--- config.mk ---
export PLATFORM = sky130hd
export DESIGN_NAME = ldpc_iter_ctrl
export DESIGN_NICKNAME = d
export VERILOG_FILES = /design/src/rtl/ldpc_iter_ctrl.sv
export SDC_FILE = /design/constraint.sdc
export NUM_CORES = 1
export LEC_CHECK = 0
export CORE_MARGIN = 4
export CORE_UTILIZATION = 47
export DETAILED_ROUTE_END_ITERATION = 6
export PLACE_DENSITY = 0.8
export RECOVER_POWER = 50
export SKIP_CTS_REPAIR_TIMING = 1
export SLEW_MARGIN = 20
export SYNTH_ARGS = -nofsm -noshare
export SYNTH_HDL_FRONTEND = slang
export SYNTH_SLANG_ARGS = --single-unit
export TNS_END_PERCENT = 1
--- constraint.sdc ---
create_clock -name clk -period 1.85 [get_ports clk]
set_clock_uncertainty 0.05 [all_clocks]
set_input_delay 0.185 -clock clk [delete_from_list [all_inputs] [get_ports clk]]
set_output_delay 0.185 -clock clk [all_outputs]
set_load 0.1 [all_outputs]
--- src/rtl/ldpc_iter_ctrl.sv ---
// ----------------------------------------------------------------------------
// Module   : ldpc_iter_ctrl
// Purpose  : LOAD / CNU / VNU / CHECK sequencer for an iterative LDPC decoder.
//            Define LDPC_EARLY_TERM_EN to stop as soon as the syndrome is clean.
// Revision : 1.0  initial release
// ----------------------------------------------------------------------------
`default_nettype none

module ldpc_iter_ctrl #(
  parameter int MAX_ITER   = 10,
  parameter int CNU_CYCLES = 1,
  parameter int VNU_CYCLES = 1
) (
  input  logic       clk,
  input  logic       reset,
  input  logic       start,
  input  logic       abort,
  input  logic       syndrome_ok,
  output logic       ld_en,
  output logic       cnu_en,
  output logic       vnu_en,
  output logic       busy,
  output logic       done,
  output logic       converged,
  output logic [7:0] iter_count
);

  localparam logic [2:0] c_st_idle  = 3'd0;
  localparam logic [2:0] c_st_load  = 3'd1;
  localparam logic [2:0] c_st_cnu   = 3'd2;
  localparam logic [2:0] c_st_vnu   = 3'd3;
  localparam logic [2:0] c_st_check = 3'd4;
  localparam logic [2:0] c_st_done  = 3'd5;

  localparam logic [3:0] c_cnu_last = 4'(CNU_CYCLES - 1);
  localparam logic [3:0] c_vnu_last = 4'(VNU_CYCLES - 1);
  localparam logic [7:0] c_max_iter = 8'(MAX_ITER);

  logic [2:0] r_state;
  logic [2:0] w_state_nxt;
  logic [3:0] r_phase;
  logic [7:0] r_iter;
  logic       r_converged;
  logic [7:0] w_iter_inc;
  logic       w_ld_nxt, w_cnu_nxt, w_vnu_nxt, w_busy_nxt, w_done_nxt;
  logic       r_ld, r_cnu, r_vnu, r_busy, r_done;

  assign w_iter_inc = r_iter + 8'd1;

  // State register, phase/iteration counters and output flops.
  // Outputs are registered from the next state so they change only on clk.
  always_ff @(posedge clk or posedge reset) begin
    if (reset) begin
      r_state     <= c_st_idle;
      r_phase     <= 4'd0;
      r_iter      <= 8'd0;
      r_converged <= 1'b0;
      r_ld        <= 1'b0;
      r_cnu       <= 1'b0;
      r_vnu       <= 1'b0;
      r_busy      <= 1'b0;
      r_done      <= 1'b0;
    end else begin
      r_state <= w_state_nxt;
      r_ld    <= w_ld_nxt;
      r_cnu   <= w_cnu_nxt;
      r_vnu   <= w_vnu_nxt;
      r_busy  <= w_busy_nxt;
      r_done  <= w_done_nxt;

      if (w_state_nxt != r_state)
        r_phase <= 4'd0;
      else if (r_state == c_st_cnu || r_state == c_st_vnu)
        r_phase <= r_phase + 4'd1;

      if (r_state == c_st_idle && start) begin
        r_iter      <= 8'd0;
        r_converged <= 1'b0;
      end else if (r_state == c_st_check && !abort) begin
        r_iter <= w_iter_inc;
        if (w_state_nxt == c_st_done)
          r_converged <= syndrome_ok;
      end
    end
  end

  // Next-state logic; abort outranks every other exit from a busy state.
  always_comb begin
    w_state_nxt = r_state;
    case (r_state)
      c_st_idle:  if (start) w_state_nxt = c_st_load;
      c_st_load:  w_state_nxt = abort ? c_st_idle : c_st_cnu;
      c_st_cnu: begin
        if (abort)                     w_state_nxt = c_st_idle;
        else if (r_phase == c_cnu_last) w_state_nxt = c_st_vnu;
      end
      c_st_vnu: begin
        if (abort)                     w_state_nxt = c_st_idle;
        else if (r_phase == c_vnu_last) w_state_nxt = c_st_check;
      end
      c_st_check: begin
        if (abort)                          w_state_nxt = c_st_idle;
        else if (w_iter_inc == c_max_iter)  w_state_nxt = c_st_done;
`ifdef LDPC_EARLY_TERM_EN
        else if (syndrome_ok)               w_state_nxt = c_st_done;
`endif
        else                                w_state_nxt = c_st_cnu;
      end
      c_st_done:  w_state_nxt = c_st_idle;
      default:    w_state_nxt = c_st_idle;
    endcase
  end

  always_comb begin
    w_ld_nxt   = (w_state_nxt == c_st_load);
    w_cnu_nxt  = (w_state_nxt == c_st_cnu);
    w_vnu_nxt  = (w_state_nxt == c_st_vnu);
    w_busy_nxt = (w_state_nxt != c_st_idle);
    w_done_nxt = (w_state_nxt == c_st_done);
  end

  assign ld_en      = r_ld;
  assign cnu_en     = r_cnu;
  assign vnu_en     = r_vnu;
  assign busy       = r_busy;
  assign done       = r_done;
  assign converged  = r_converged;
  assign iter_count = r_iter;

endmodule

`default_nettype wire

Yosys cells after proc, flatten, opt, wreduce, memory -nomap -nowiden
Index checks and enable logic that the tools add are counted.
Widths: inputs -> output; s select.
- $add $sub $neg: 2
- equal/unequal tests: 10
- multiplexer cells: 16
- reductions and logical operators: 11
- operators by type and width (operator ; count):
    $mux 3 ; 7
    $mux 8 ; 2
    $pmux 3 s5 ; 1
    $eq 3x2->1 const B ; 4
    $add 8x1->8 const B ; 1
    $eq 8x4->1 const B ; 1
    $mux 4 ; 2
    $eq 3x1->1 const B ; 2
    $eq 3x3->1 const B ; 2
    $reduce_bool 2->1 ; 3
    $add 4x1->4 const B ; 1
    $logic_not 4->1 ; 1
    $logic_not 3->1 ; 1
    $mux 1 ; 3
    $ne 3x3->1 ; 1
    $reduce_bool 3->1 ; 1
    $logic_and 1x1->1 ; 2
    $mux 2 ; 1
    $reduce_and 2->1 ; 1
    $logic_not 1->1 ; 1
    $logic_or 1x1->1 ; 1
- register bits: 21
- input port bits: 5
- output and inout bits: 14
- logic and storage cells: 48

Depth between registers and ports, before layout
- depth in word-level cells: 9
- mapped depth: 7
- mapped depth without buffers: 7

Worst setup path before layout
No wires, ideal clock.
- kind: flip-flop to flip-flop
- start: register r_iter[0], in the netlist iter_count[0]
- end: register r_converged, in the netlist converged
- library setup time: 0.125 ns
- data arrival time: 2.400 ns
- required time: 1.675 ns
- setup slack: -0.725 ns
- stages on the path, launching flop included: 7
- buffers on the path: 0
- clock period less this slack: 2.575 ns
- cell sequence: dfrtp_1 -> ha_1 -> nand3_1 -> xor2_1 -> o211ai_1 -> nor2_1 -> mux2_2
- word-level cells in the longest chain between the ends: 8
- RTL lines (element ; line ; text):
    from (decl) ; 42 ; logic [7:0] r_iter;
    from (signal assigned) ; 80 ; r_iter <= w_iter_inc;
    $add 8x1->8 ; 48 ; assign w_iter_inc = r_iter + 8'd1;
    $eq 8x4->1 ; 103 ; else if (w_iter_inc == c_max_iter) w_state_nxt = c_st_done;
    $mux 3 ; 103 ;
    $mux 3 ; 102 ; if (abort) w_state_nxt = c_st_idle;
    $pmux 3 s5 ; 90 ; case (r_state)
    $eq 3x3->1 ; n/a ;
    via w_done_nxt ; 45 ; logic w_ld_nxt, w_cnu_nxt, w_vnu_nxt, w_busy_nxt, w_done_nxt;
    $reduce_bool 2->1 (no source line) ; n/a ;
    $reduce_and 2->1 (no source line) ; n/a ;
    to (signal assigned) ; 82 ; r_converged <= syndrome_ok;
    to (decl) ; 43 ; logic r_converged;
The timed path passes the listed nets, and every way through them passes these cells.
A chain may end at the register's enable or synchronous reset.

Worst setup path in the final report
- start: register r_iter[0], in the netlist iter_count[0]
- end: register r_phase[3]
- word-level cells in the longest chain between the ends: 7
- elaborated cells on any way between the ends: 8
- classes of those cells: 1 x add/sub; 2 x eq/ne; 4 x mux; 1 x reduce/logical
- RTL lines (element ; line ; text):
    $add 8x1->8 (*) ; 48 ;
    $eq 8x4->1 (*) ; 103 ;
    $mux 3 (*) ; 103 ;
    $mux 3 (*) ; 102 ;
    $pmux 3 s5 (*) ; 90 ;
    $ne 3x3->1 (*) ; 71 ; if (w_state_nxt != r_state)
    $mux 4 or $reduce_bool 2->1 (tied branches) ; n/a ;
    to (signal assigned) ; 74 ; r_phase <= r_phase + 4'd1;
    to (decl) ; 41 ; logic [3:0] r_phase;
Every way passes the cells marked *; elsewhere a longest branch is shown, timed or not.

==> impl_metrics.ini <==
[timing]
holdWs_ns = 0.310
slew_headroom_pct = 62.7
slew_violations = 0
setup_ws_ns = -0.0670
fin_crit_ns = 1.92
rsz0062_at_grt = yes
hold_viol = 0
period_share_pct = 104
setup_viol = 5
tightest_slew_ns = 0.558
max_freq_mhz = 522

[detailed_routing]
wl_per_cell_um = 14.5
firstDrtPassIters = 4
vias_per_cell = 5.52
drt_iter0_markers = 40
routed_wirelength_um = 2650
drc = 0
route.vias.total = 1011
ant_nets = 0

[cells_and_area]
final_common_cell = buf_4
final_cell_mix = buf_4 (20), nand2_1 (13), dfrtp_1 (13)
layout-drive-gt1-share_pct = 36.1
antenna_cells = 0
num-fill-cells = 185
area_delta_synth_final_pct = 34.6
fin_util_pct = 69.1
fin_nets = 165

[setup_path]
required_ns = 1.96
path_cells = ha_4 > nor4b_1 > nor4b_1 > a311oi_2 > nor3_1
worst_setup_path_start_kind = flop
r2r-start = iter_count[0]
cp-end-kind = flop
critPathArrivalTime_ns = 2.03
critPathKind = flop to flop
critPathSlowestCell = dfrtp_4
cpMostUsedCell = nor4b_1
worstPathMaxFanout = 6
rrSetupSlack_ns = -0.07
max_stage_delay_ns = 0.54
crit_family = flip-flops
r2r_cells = 5
r2r_end = r_phase[3]
path_buf_inv = 0

[floorplanning]
start_util_pct = 51.4
rows = 17
die_x_um = 58.1
ios = 19
die_h_um = 58.1
die_area_mm2 = 0.00338
coreArea_mm2 = 0.00230

[logic_synthesis]
synth_area_mm2 = 0.00118
synth_top_family_by_area = simple AND/OR/NAND/NOR gates
ys_ff_latch = 21
synthCells = 122
synth-seq-area-share_pct = 44.5
synth_compound_area_share_pct = 15.5
synthAdderAreaFrac_pct = 4.24
synth_xor_area_share_pct = 5.94
syn_nets = 131
synthSimpleGateAreaFrac_pct = 24.0
ys_warn_count = 0
yosysUniqueCellTypes = 41
syn_area_per_cell_um2 = 9.67
muxShareOfSynthArea_pct = 0.954

[cts]
cts_buffers = 3
cts_tree = built
htreeDepth = 1
clk_pin_slew_ns = 0.12
clock_latency_ns = 0.29
cts_root_buf = clkbuf_4
clk_path_buf_depth = 2
numClockSinks = 21

[flow_run]
drv_cap = 0

[power_and_ir_drop]
vdd_drop_max_mv = 0.909
power_mw = 1.69
power_density_mw_per_mm2 = 1070
leakagePower_nw = 0.659

[global_routing]
grt_pass1_wl_um = 4240
grtUsageTotal_pct = 15.9
gr-total-overflow = 0
grt_max_degree = 16
grt_pass1_vias = 914
antenna_found_initial = 0

[placed_design]
dp_hpwl_um = 1940
place_congestion = 0.856
placement.io_buffers = 18
pre_cts_slack_ns = -0.0507

[status]
status = finished with violations
violations = negative setup slack

[worst_hold_path]
holdCritPathClass = input pin to async pin
-- report_power, final --
part	internal [mW]	leakage (nW)	switching, mW	total [mW]
logic	0.290	0.372	0.607	0.897
registers	0.528	0.272	0.0524	0.581
clock network	0.0836	0.0150	0.133	0.216
total	0.902	0.659	0.792	1.69
-- through the flow --
| stage | area, µm² | TNS, ns | instances |
|---|---|---|---|
| final | 1590 | -0.257 | 183 |
| after global routing | 1590 | -0.603 | 183 |
| after CTS | 1540 | -0.0848 | 180 |
| after detailed placement | 1510 | -0.0507 | 176 |
| after global placement | 1510 | 0 | 176 |
| after floorplan | 1220 | -0.216 | 122 |
-- routing by layer --
layer  global-route usage (%)  up-vias  part of all wire [%]
li1                         -      493                     -
met1                     21.6      480                    44
met2                     26.3       36                    49
met3                     3.12        2                   6.3
met4                     3.31        0                  0.53
met5                        0        -                     0
-- cell type report --
cell class,instances,area [µm²],area share [%]
timing repair buffer,34,298,18.8
multi-input combinational,91,669,42.2
inverter,5,18.8,1.18
sequential,21,541,34.0
tap,28,35.0,2.21
clock buffer,4,26.3,1.65
-- synth_stat cells (all sizes together) --
library cell	number	area [µm²]
xnor2	4	35.0
nand2	13	48.8
buf	4	35.0
dfrtp	21	526
o21ai	11	55.1
and2	2	12.5
nand3b	1	7.51
nor2b	2	12.5
a311oi	1	15.0
a32o	1	10.0
o211ai	1	7.51
mux2	1	11.3
and3	3	18.8
o31ai	1	7.51
or2	2	12.5
xor2	4	35.0
a21bo	1	10.0
nor4b	3	32.5
nor3	5	25.0
nand4	1	6.26
ha	4	50.1
o22ai	4	25.0
o21bai	1	7.51
o31a	1	8.76
nand2b	1	8.76
nor2	11	43.8
o2bb2ai	1	8.76
nor3b	3	38.8
a211oi	1	7.51
nand3	3	15.0
clkbuf	1	3.75
a21oi	4	20.0
inv	5	18.8
-- worst max path at each step --
stage,start,end,cells after the start
after floorplan,iter_count[0],converged,6
after global placement,iter_count[1],converged,6
after detailed placement,iter_count[1],converged,6
after CTS,iter_count[1],converged,6
after global routing,iter_count[1],r_phase[3],6
final,iter_count[0],r_phase[3],5
-- logic make-up (layout without fill, tap and decap cells) --
family | count (synthesis) | after routing
mux | 1 | 1
buf+inv | 10 | 43
fa+ha+maj | 4 | 4
flops | 21 | 21
simple gates | 50 | 50
compound gates | 28 | 28
xor+xnor | 8 | 8
-- sequential cells by signal (all words and copies together), names as in the netlist --
name	count
done	1
iter_count	8
busy	1
r_phase	4
vnu_en	1
r_state	3
converged	1
ld_en	1
cnu_en	1
(Power assumes the default switching activity.)
